## src/rtl/seg_anim_seq_pkg.sv

```systemverilog
// Shared types and constants for the seven-segment ring animation sequencer.
package seg_anim_seq_pkg;

    typedef enum logic [1:0] {
        CCW_FILL  = 2'd0,
        CW_FILL   = 2'd1,
        CCW_CHASE = 2'd2,
        CW_CHASE  = 2'd3
    } mode_e;

    typedef enum logic [1:0] {
        IDLE  = 2'd0,
        RUN   = 2'd1,
        PAUSE = 2'd2
    } state_e;

    localparam int SEG_A = 0;
    localparam int SEG_B = 1;
    localparam int SEG_C = 2;
    localparam int SEG_D = 3;
    localparam int SEG_E = 4;
    localparam int SEG_F = 5;
    localparam int SEG_G = 6;

    localparam logic [6:0] SEG_OFF = 7'b000_0000;
    localparam logic [6:0] SEG_ALL = 7'b111_1111;

    localparam logic [6:0] S_A = 7'(1) << SEG_A;
    localparam logic [6:0] S_B = 7'(1) << SEG_B;
    localparam logic [6:0] S_C = 7'(1) << SEG_C;
    localparam logic [6:0] S_D = 7'(1) << SEG_D;
    localparam logic [6:0] S_E = 7'(1) << SEG_E;
    localparam logic [6:0] S_F = 7'(1) << SEG_F;
    // Outer ring a..f; the middle bar g is never part of the animation.
    localparam logic [6:0] SEG_RING = S_A | S_B | S_C | S_D | S_E | S_F;

    // Fill modes run 8 steps, chase modes 6.
    function automatic logic [2:0] last_step(input mode_e m);
        return (m == CCW_CHASE || m == CW_CHASE) ? 3'd5 : 3'd7;
    endfunction

endpackage

```

## src/rtl/seg_pattern_rom.sv

```systemverilog
// Combinational (mode, step) -> 7-bit segment pattern lookup.
module seg_pattern_rom
    import seg_anim_seq_pkg::*;
(
    input  mode_e      mode,
    input  logic [2:0] step,
    output logic [6:0] pattern
);

    always_comb begin
        pattern = SEG_OFF;
        case (mode)
            CCW_FILL: case (step)
                3'd0:    pattern = S_A;
                3'd1:    pattern = S_A | S_F;
                3'd2:    pattern = S_A | S_F | S_E;
                3'd3:    pattern = S_A | S_F | S_E | S_D;
                3'd4:    pattern = S_A | S_F | S_E | S_D | S_C;
                3'd5:    pattern = SEG_RING;
                3'd6:    pattern = SEG_OFF;
                default: pattern = SEG_RING;
            endcase
            CW_FILL: case (step)
                3'd0:    pattern = S_A;
                3'd1:    pattern = S_A | S_B;
                3'd2:    pattern = S_A | S_B | S_C;
                3'd3:    pattern = S_A | S_B | S_C | S_D;
                3'd4:    pattern = S_A | S_B | S_C | S_D | S_E;
                3'd5:    pattern = SEG_RING;
                3'd6:    pattern = SEG_OFF;
                default: pattern = SEG_RING;
            endcase
            CCW_CHASE: case (step)
                3'd0:    pattern = S_A;
                3'd1:    pattern = S_F;
                3'd2:    pattern = S_E;
                3'd3:    pattern = S_D;
                3'd4:    pattern = S_C;
                3'd5:    pattern = S_B;
                default: pattern = SEG_OFF;
            endcase
            CW_CHASE: case (step)
                3'd0:    pattern = S_A;
                3'd1:    pattern = S_B;
                3'd2:    pattern = S_C;
                3'd3:    pattern = S_D;
                3'd4:    pattern = S_E;
                3'd5:    pattern = S_F;
                default: pattern = SEG_OFF;
            endcase
            default: pattern = SEG_OFF;
        endcase
        pattern[SEG_G] = 1'b0;
    end

endmodule

```

## src/rtl/seg_anim_seq.sv

```systemverilog
// Seven-segment ring animation: prescaler, IDLE/RUN/PAUSE FSM, step counter, registered outputs.
module seg_anim_seq
    import seg_anim_seq_pkg::*;
#(
    parameter int DIV_W      = 16,
    parameter bit ACTIVE_LOW = 1'b0
) (
    input  logic             i_clk,
    input  logic             i_rst_n,
    input  logic             i_enable,
    input  logic             i_pause,
    input  logic [1:0]       i_mode,
    input  logic [DIV_W-1:0] i_period,
    output logic [6:0]       o_segment,
    output logic [2:0]       o_step,
    output logic             o_wrap
);

    localparam logic [6:0] POL = ACTIVE_LOW ? SEG_ALL : SEG_OFF;

    state_e           state, state_nx;
    logic [DIV_W-1:0] presc, presc_nx;
    logic [2:0]       step, step_nx;
    mode_e            mode_q, mode_nx;
    logic [6:0]       seg_q, pat;
    logic             wrap_q;
    logic             active, tick, wrap_tick;

    always_ff @(posedge i_clk or negedge i_rst_n) begin
        if (!i_rst_n) state <= IDLE;
        else          state <= state_nx;
    end

    always_comb begin
        state_nx = state;
        case (state)
            IDLE:    if (i_enable) state_nx = RUN;
            RUN:     if (!i_enable) state_nx = IDLE;
                     else if (i_pause) state_nx = PAUSE;
            PAUSE:   if (!i_enable) state_nx = IDLE;
                     else if (!i_pause) state_nx = RUN;
            default: state_nx = IDLE;
        endcase
    end

    // Counting stops in the very cycle pause is raised, not one cycle later.
    always_comb begin
        active    = (state == RUN) && i_enable && !i_pause;
        tick      = active && (presc >= i_period);
        wrap_tick = tick && (step == last_step(mode_q));
        presc_nx  = tick ? '0 : (active ? presc + 1'b1 : presc);
        step_nx   = wrap_tick ? 3'd0 : (tick ? step + 3'd1 : step);
        mode_nx   = (state == IDLE || wrap_tick) ? mode_e'(i_mode) : mode_q;
    end

    // Pattern is looked up from next-cycle mode/step so the output register
    // shows step 0 on the first RUN cycle and follows each tick by one clock.
    seg_pattern_rom u_rom (
        .mode    (mode_nx),
        .step    (step_nx),
        .pattern (pat)
    );

    always_ff @(posedge i_clk or negedge i_rst_n) begin
        if (!i_rst_n) begin
            presc  <= '0;
            step   <= 3'd0;
            mode_q <= CCW_FILL;
            seg_q  <= POL;
            wrap_q <= 1'b0;
        end else if (state_nx == IDLE) begin
            presc  <= '0;
            step   <= 3'd0;
            mode_q <= mode_nx;
            seg_q  <= POL;
            wrap_q <= 1'b0;
        end else begin
            presc  <= presc_nx;
            step   <= step_nx;
            mode_q <= mode_nx;
            seg_q  <= pat ^ POL;
            wrap_q <= wrap_tick;
        end
    end

    assign o_segment = seg_q;
    assign o_step    = step;
    assign o_wrap    = wrap_q;

endmodule

```

## config.mk

```make
export PLATFORM = sky130hd
export DESIGN_NAME = seg_anim_seq
export DESIGN_NICKNAME = d
export VERILOG_FILES = /design/src/rtl/seg_anim_seq_pkg.sv /design/src/rtl/seg_pattern_rom.sv /design/src/rtl/seg_anim_seq.sv
export SDC_FILE = /design/constraint.sdc
export NUM_CORES = 1
export LEC_CHECK = 0
export CAP_MARGIN = 20
export CORE_ASPECT_RATIO = 0.7
export CORE_MARGIN = 5
export CORE_UTILIZATION = 54
export CTS_CLUSTER_SIZE = 14
export DETAILED_ROUTE_END_ITERATION = 8
export GPL_ROUTABILITY_DRIVEN = 1
export GPL_TIMING_DRIVEN = 0
export PLACE_DENSITY = 0.79
export SYNTH_ARGS = -nofsm -noshare
export SYNTH_HDL_FRONTEND = slang
export SYNTH_SLANG_ARGS = --single-unit
```

## constraint.sdc

```tcl
create_clock -name i_clk -period 3.5 [get_ports i_clk]
set_input_delay 0.525 -clock i_clk [delete_from_list [all_inputs] [get_ports i_clk]]
set_output_delay 0.525 -clock i_clk [all_outputs]
set_load 0.005 [all_outputs]
```

# Word level (Yosys, flattened, before mapping)
# Index checks and enable logic that the tools add are counted.
# op_classes
order_cmp	1
reduce_logical	12
n_addsub	2
n_eq_ne	14
mux	21
# op_table
op	count
one-hot mux 6 bit (6 select lines)	4
2-to-1 mux 16 bit	3
one-hot mux 6 bit (4 select lines)	1
adder 16 x 1 -> 16 bit, second input constant	1
>= comparator 16 bit	1
2-to-1 mux 2 bit	7
equality test 2 bit, second input constant	5
equality test 3 bit, second input constant	3
2-to-1 mux 3 bit	3
equality test 3 x 2 -> 1 bit, second input constant	2
zero test 2 bit	3
2-to-1 mux 6 bit	1
one-hot mux 2 bit (3 select lines)	1
equality test 2 x 1 -> 1 bit, second input constant	2
logical AND 1 bit	4
adder 3 x 1 -> 3 bit, second input constant	1
equality test 3 x 1 -> 1 bit, second input constant	1
equality test 3 bit	1
zero test 3 bit	1
nonzero test 3 bit	1
logical OR 1 bit	2
zero test 1 bit	1
2-to-1 mux 1 bit	1
# totals
regBits	30
inputBits	22
out_inout_bits	11

# Depth between registers and ports, before layout
# logic_depth
word_depth	10
ltp_mapped	11
ltp_nobuf	11

# By module
# A second synthesis with hierarchy kept.
# unflattened
cells_unflattened	243
area_unflattened_um2	2163.3
# modules_own_cells
module	cells_each	seq_area_each_um2	n_inst	area_each_um2
seg_anim_seq	216	775.7	1	1994.4
seg_pattern_rom	27	0.0	1	168.9

# Worst setup path before layout
# Ideal clock, no wire load.
# synth_timing
kind	input-to-reg
start	in i_period[0]
end	reg seg_q[4] (netlist: o_segment[4])
path_buffers	0
path_stages	9
arrival_time_ns	2.659
required_time_ns	3.380
setup_slack_ns	0.721
path_cell_list	ha_1 -> nand2b_4 -> a2111o_1 -> a32oi_4 -> a211oi_4 -> or4_1 -> a21oi_1 -> a31oi_1 -> and3_1
# synth_via
elab_chain_len	8
# synth_rtl
item	line_no	text
start: declaration	seg_anim_seq.sv:13	input logic [DIV_W-1:0] i_period,
>= comparator 16 bit (*)	seg_anim_seq.sv:49	tick = active && (presc >= i_period);
logical AND 1 bit (*)	seg_anim_seq.sv:49	
2-to-1 mux 3 bit / logical AND 1 bit (equally long branches)	seg_anim_seq.sv:52, seg_anim_seq.sv:50	
2-to-1 mux 3 bit / logical OR 1 bit (equally long branches)	seg_anim_seq.sv:52, seg_anim_seq.sv:53	
equality test 3 bit, or another cell as far along	seg_pattern_rom.sv:33, seg_pattern_rom.sv:42	
one-hot mux 6 bit (6 select lines), or another cell as far along	seg_pattern_rom.sv:42	CW_CHASE: case (step)
one-hot mux 6 bit (4 select lines) (*)	seg_pattern_rom.sv:12	case (mode)
2-to-1 mux 6 bit (*)	seg_anim_seq.sv:71	end else if (state_nx == IDLE) begin
end signal: assignment	seg_anim_seq.sv:81	seg_q <= pat ^ POL;
end: declaration	seg_anim_seq.sv:25	logic [6:0] seg_q, pat;
# Mark *: on every way between the ends. The rest lies on a longest branch, timed or not.
# A chain may end at the register's enable or synchronous reset.

# Final worst setup path
# layout_timing
start	in i_period[11]
end	reg seg_q[5] (netlist: o_segment[5])
# Same word-level chain as after synthesis.

==> metrics.md <==
| Metric | Value |
|---|---|
| Status | `finished, final reports clean` |
| Antenna cells | `0` |
| Row count | `20` |
| Vias | `2055` |
| Core area | `0.00428 mm²` |
| Worst EP arrival | `3.43 ns` |
| Starting Density | `0.554` |
| Syn Nets | `302` |
| Ports | `33` |
| Fraction of registers with async set/reset | `1.00` |
| First-pass GRT wire length | `9090 µm` |
| IO buf count | `31` |
| Synth top area share | `0.317` |
| TritonCTS Buffers | `5` |
| Fin. Hold Viols | `0` |
| Grt total ovfl | `0` |
| Clock Skew | `0.00644 ns` |
| Setup-failing EPs final | `0` |
| Commonest non-fill, non-tap cell in the layout | `clkdlybuf4s50_1` |
| Max-slew headroom | `0.523` |
| Number of synthesized flops with an enable pin | `0` |
| Synth Flop Type | `dfrtp_1` |
| Final net count | `341` |
| Initial antenna violation count | `0` |
| Reg2Reg Setup Slack | `0.51 ns` |
| Layout cells sized above 1 | `0.119` |
| CTS tree | `yes` |
| Clock Root Buffer | `clkbuf_8` |
| Most frequent cells in the layout | `clkdlybuf4s50_1 (31), dfrtp_1 (30), nor2_1 (29)` |
| RSZ-0062 raised after global routing | `false` |
| Drt wl/cell | `15.1 µm` |
| RD Place Congestion | `0.883` |
| Max cap viols | `0` |
| Clk buf depth | `2` |
| Post-synth top area cell | `dfrtp_1` |
| Hold Path Class | `reg2reg` |
| Vias/cell | `5.76` |
| Fin util | `0.671` |
| Final wirelength | `5390 µm` |
| Clock sinks | `30` |
| Final min period | `3.26 ns` |
| Worst Path Class, Setup | `in2reg` |
| Worst slew pin tran | `0.713 ns` |
| Detailed placer's ending HPWL | `4200 µm` |
| Syn Area/Cell | `9.04 µm²` |
| Netlist Area Pre-Place | `0.00237 mm²` |
| Worst VDD drop | `255 µV` |
| Achievable Freq | `0.307 GHz` |
| Die H | `65.4 µm` |
| Residual DRC count | `0` |
| First drt pass iteration count | `4` |
| WP data required | `3.67 ns` |
| Pwr dens | `277 mW/mm²` |
| Htree depth | `2` |
| Drt first-iter violations | `179` |
| Final Max Tran Viols | `0` |
| All-Layer GR Usage | `0.201` |
| Synth top area cells | `dfrtp_1 (32%), ha_1 (9.5%), nor2_1 (4.6%)` |
| Leak | `1.23 nW` |
| Number of global-route vias before repair | `1855` |
| Startpoint Class | `input port` |
| Largest net degree at the start of global routing | `18` |
| P&R area growth vs syn | `21.2%` |
| Die Footprint | `0.00583 mm²` |
| Netlist cell types | `66` |
| DRT antenna net count | `0` |
| Chip Width | `89.2 µm` |
| Final TNS setup | `0 ns` |
| Pwr Total | `0.795 mW` |
| Yosys reg bits | `30` |
| Seq/Total Area, Yosys | `0.317` |
| Worst-path maximum fanout | `10` |
| Worst-path clk slew | `0.07 ns` |
| Worst setup EP type | `flop` |
| Worst-Skew Late Latency | `0.28 ns` |
| Post-Synthesis Cells | `262` |
| Final period utilization | `0.932` |
| Synth warn | `0` |
metrics by stage:
step	hold WS, ns	worst slack, ns	area (µm²)	instances
6_report	0.507	0.240	2870	357
5_1_grt	0.526	0.0347	2870	357
4_1_cts	0.509	0.213	2870	357
3_5_place_dp	0.496	-0.0586	2780	349
3_3_place_gp	0.498	-0.0195	2750	348
2_1_floorplan	0.229	0.721	2370	262
sequential cells by signal, indices dropped and copies added (netlist names):
signal,flops
mode_q,2
o_wrap,1
presc,16
o_step,3
state,2
o_segment,6
worst max-delay path: stages:
cell,delay (ns)
clkdlybuf4s50_1,0.46
inv_1,0.04
ha_1,0.31
nand4_1,0.16
a211oi_2,0.36
a32oi_4,0.22
a21oi_2,0.37
buf_6,0.20
mux2i_1,0.35
nand2b_1,0.18
a41oi_1,0.12
o21a_1,0.13
routing by layer:
layer	wire length (µm)	track usage
met1	2780	0.331
met2	2160	0.262
met3	395	0.0388
met4	52	0.0465
met5	0	0
report_power, final:
| group | switching [mW] | total, mW | internal (mW) | leakage [nW] |
|---|---|---|---|---|
| clock | 0.130 | 0.288 | 0.158 | 0.0482 |
| combinational | 0.0676 | 0.137 | 0.0693 | 0.776 |
| sequential | 0.0111 | 0.370 | 0.358 | 0.408 |
cell usage after synthesis, drive strengths merged (2+ instances only):
master and instances:
dfrtp 30, nor2 30, inv 22, nand3 19, ha 18, nand2 14
o21ai 14, a21oi 12, xor2 8, clkbuf 7, mux2i 7, nor2b 7
xnor2 7, nand4 6, a211oi 4, nor3b 4, a31oi 3, and2 3
and3 3, buf 3, mux2 3, nand2b 3, nor3 3, o21a 3
o31ai 3, nor4b 2, o211ai 2, o221a 2
cell families (layout without fill, tap and decap cells):
| kind of cell | Yosys count | count (layout) | synth area share |
|---|---|---|---|
| compound gates | 55 | 55 | 0.181 |
| simple gates | 101 | 101 | 0.231 |
| buf+inv | 32 | 72 | 0.0576 |
| xor+xnor | 15 | 15 | 0.0666 |
| mux | 10 | 10 | 0.0507 |
| flops | 30 | 30 | 0.317 |
| fa+ha+maj | 18 | 18 | 0.0951 |
| other cells | 1 | 1 | 0.00158 |
what timing repair did:
action | in CTS | in global routing
setup buffers | 0 | 0
gates resized for setup | 0 | 1
endpoints found under the setup margin | 0 | 1
hold buffers | 0 | 0
endpoints found under the hold margin | 0 | 0
area by class of cell:
class / instances / area (µm²)
plain buffers: 10 / 53.8
clock buffers: 7 / 86.3
clock inverters: 1 / 5.00
fillers: 348 / 1410
inverters: 22 / 82.6
multi-input cells: 200 / 1490
flip-flops and latches: 30 / 751
well taps: 55 / 68.8
repair buffers: 32 / 338
path summary, 6_finish.rpt:
kind                              start            to  cells after the start
max                        i_period[11]  o_segment[5]                     12
min in group asynchronous       i_rst_n  o_segment[3]                      1
min                           presc[13]     presc[13]                      1
max reg2reg                    presc[0]  o_segment[2]                     11
max in group asynchronous       i_rst_n     presc[10]                      2
min reg2reg                   presc[13]     presc[13]                      1
(Power assumes the default switching activity.)
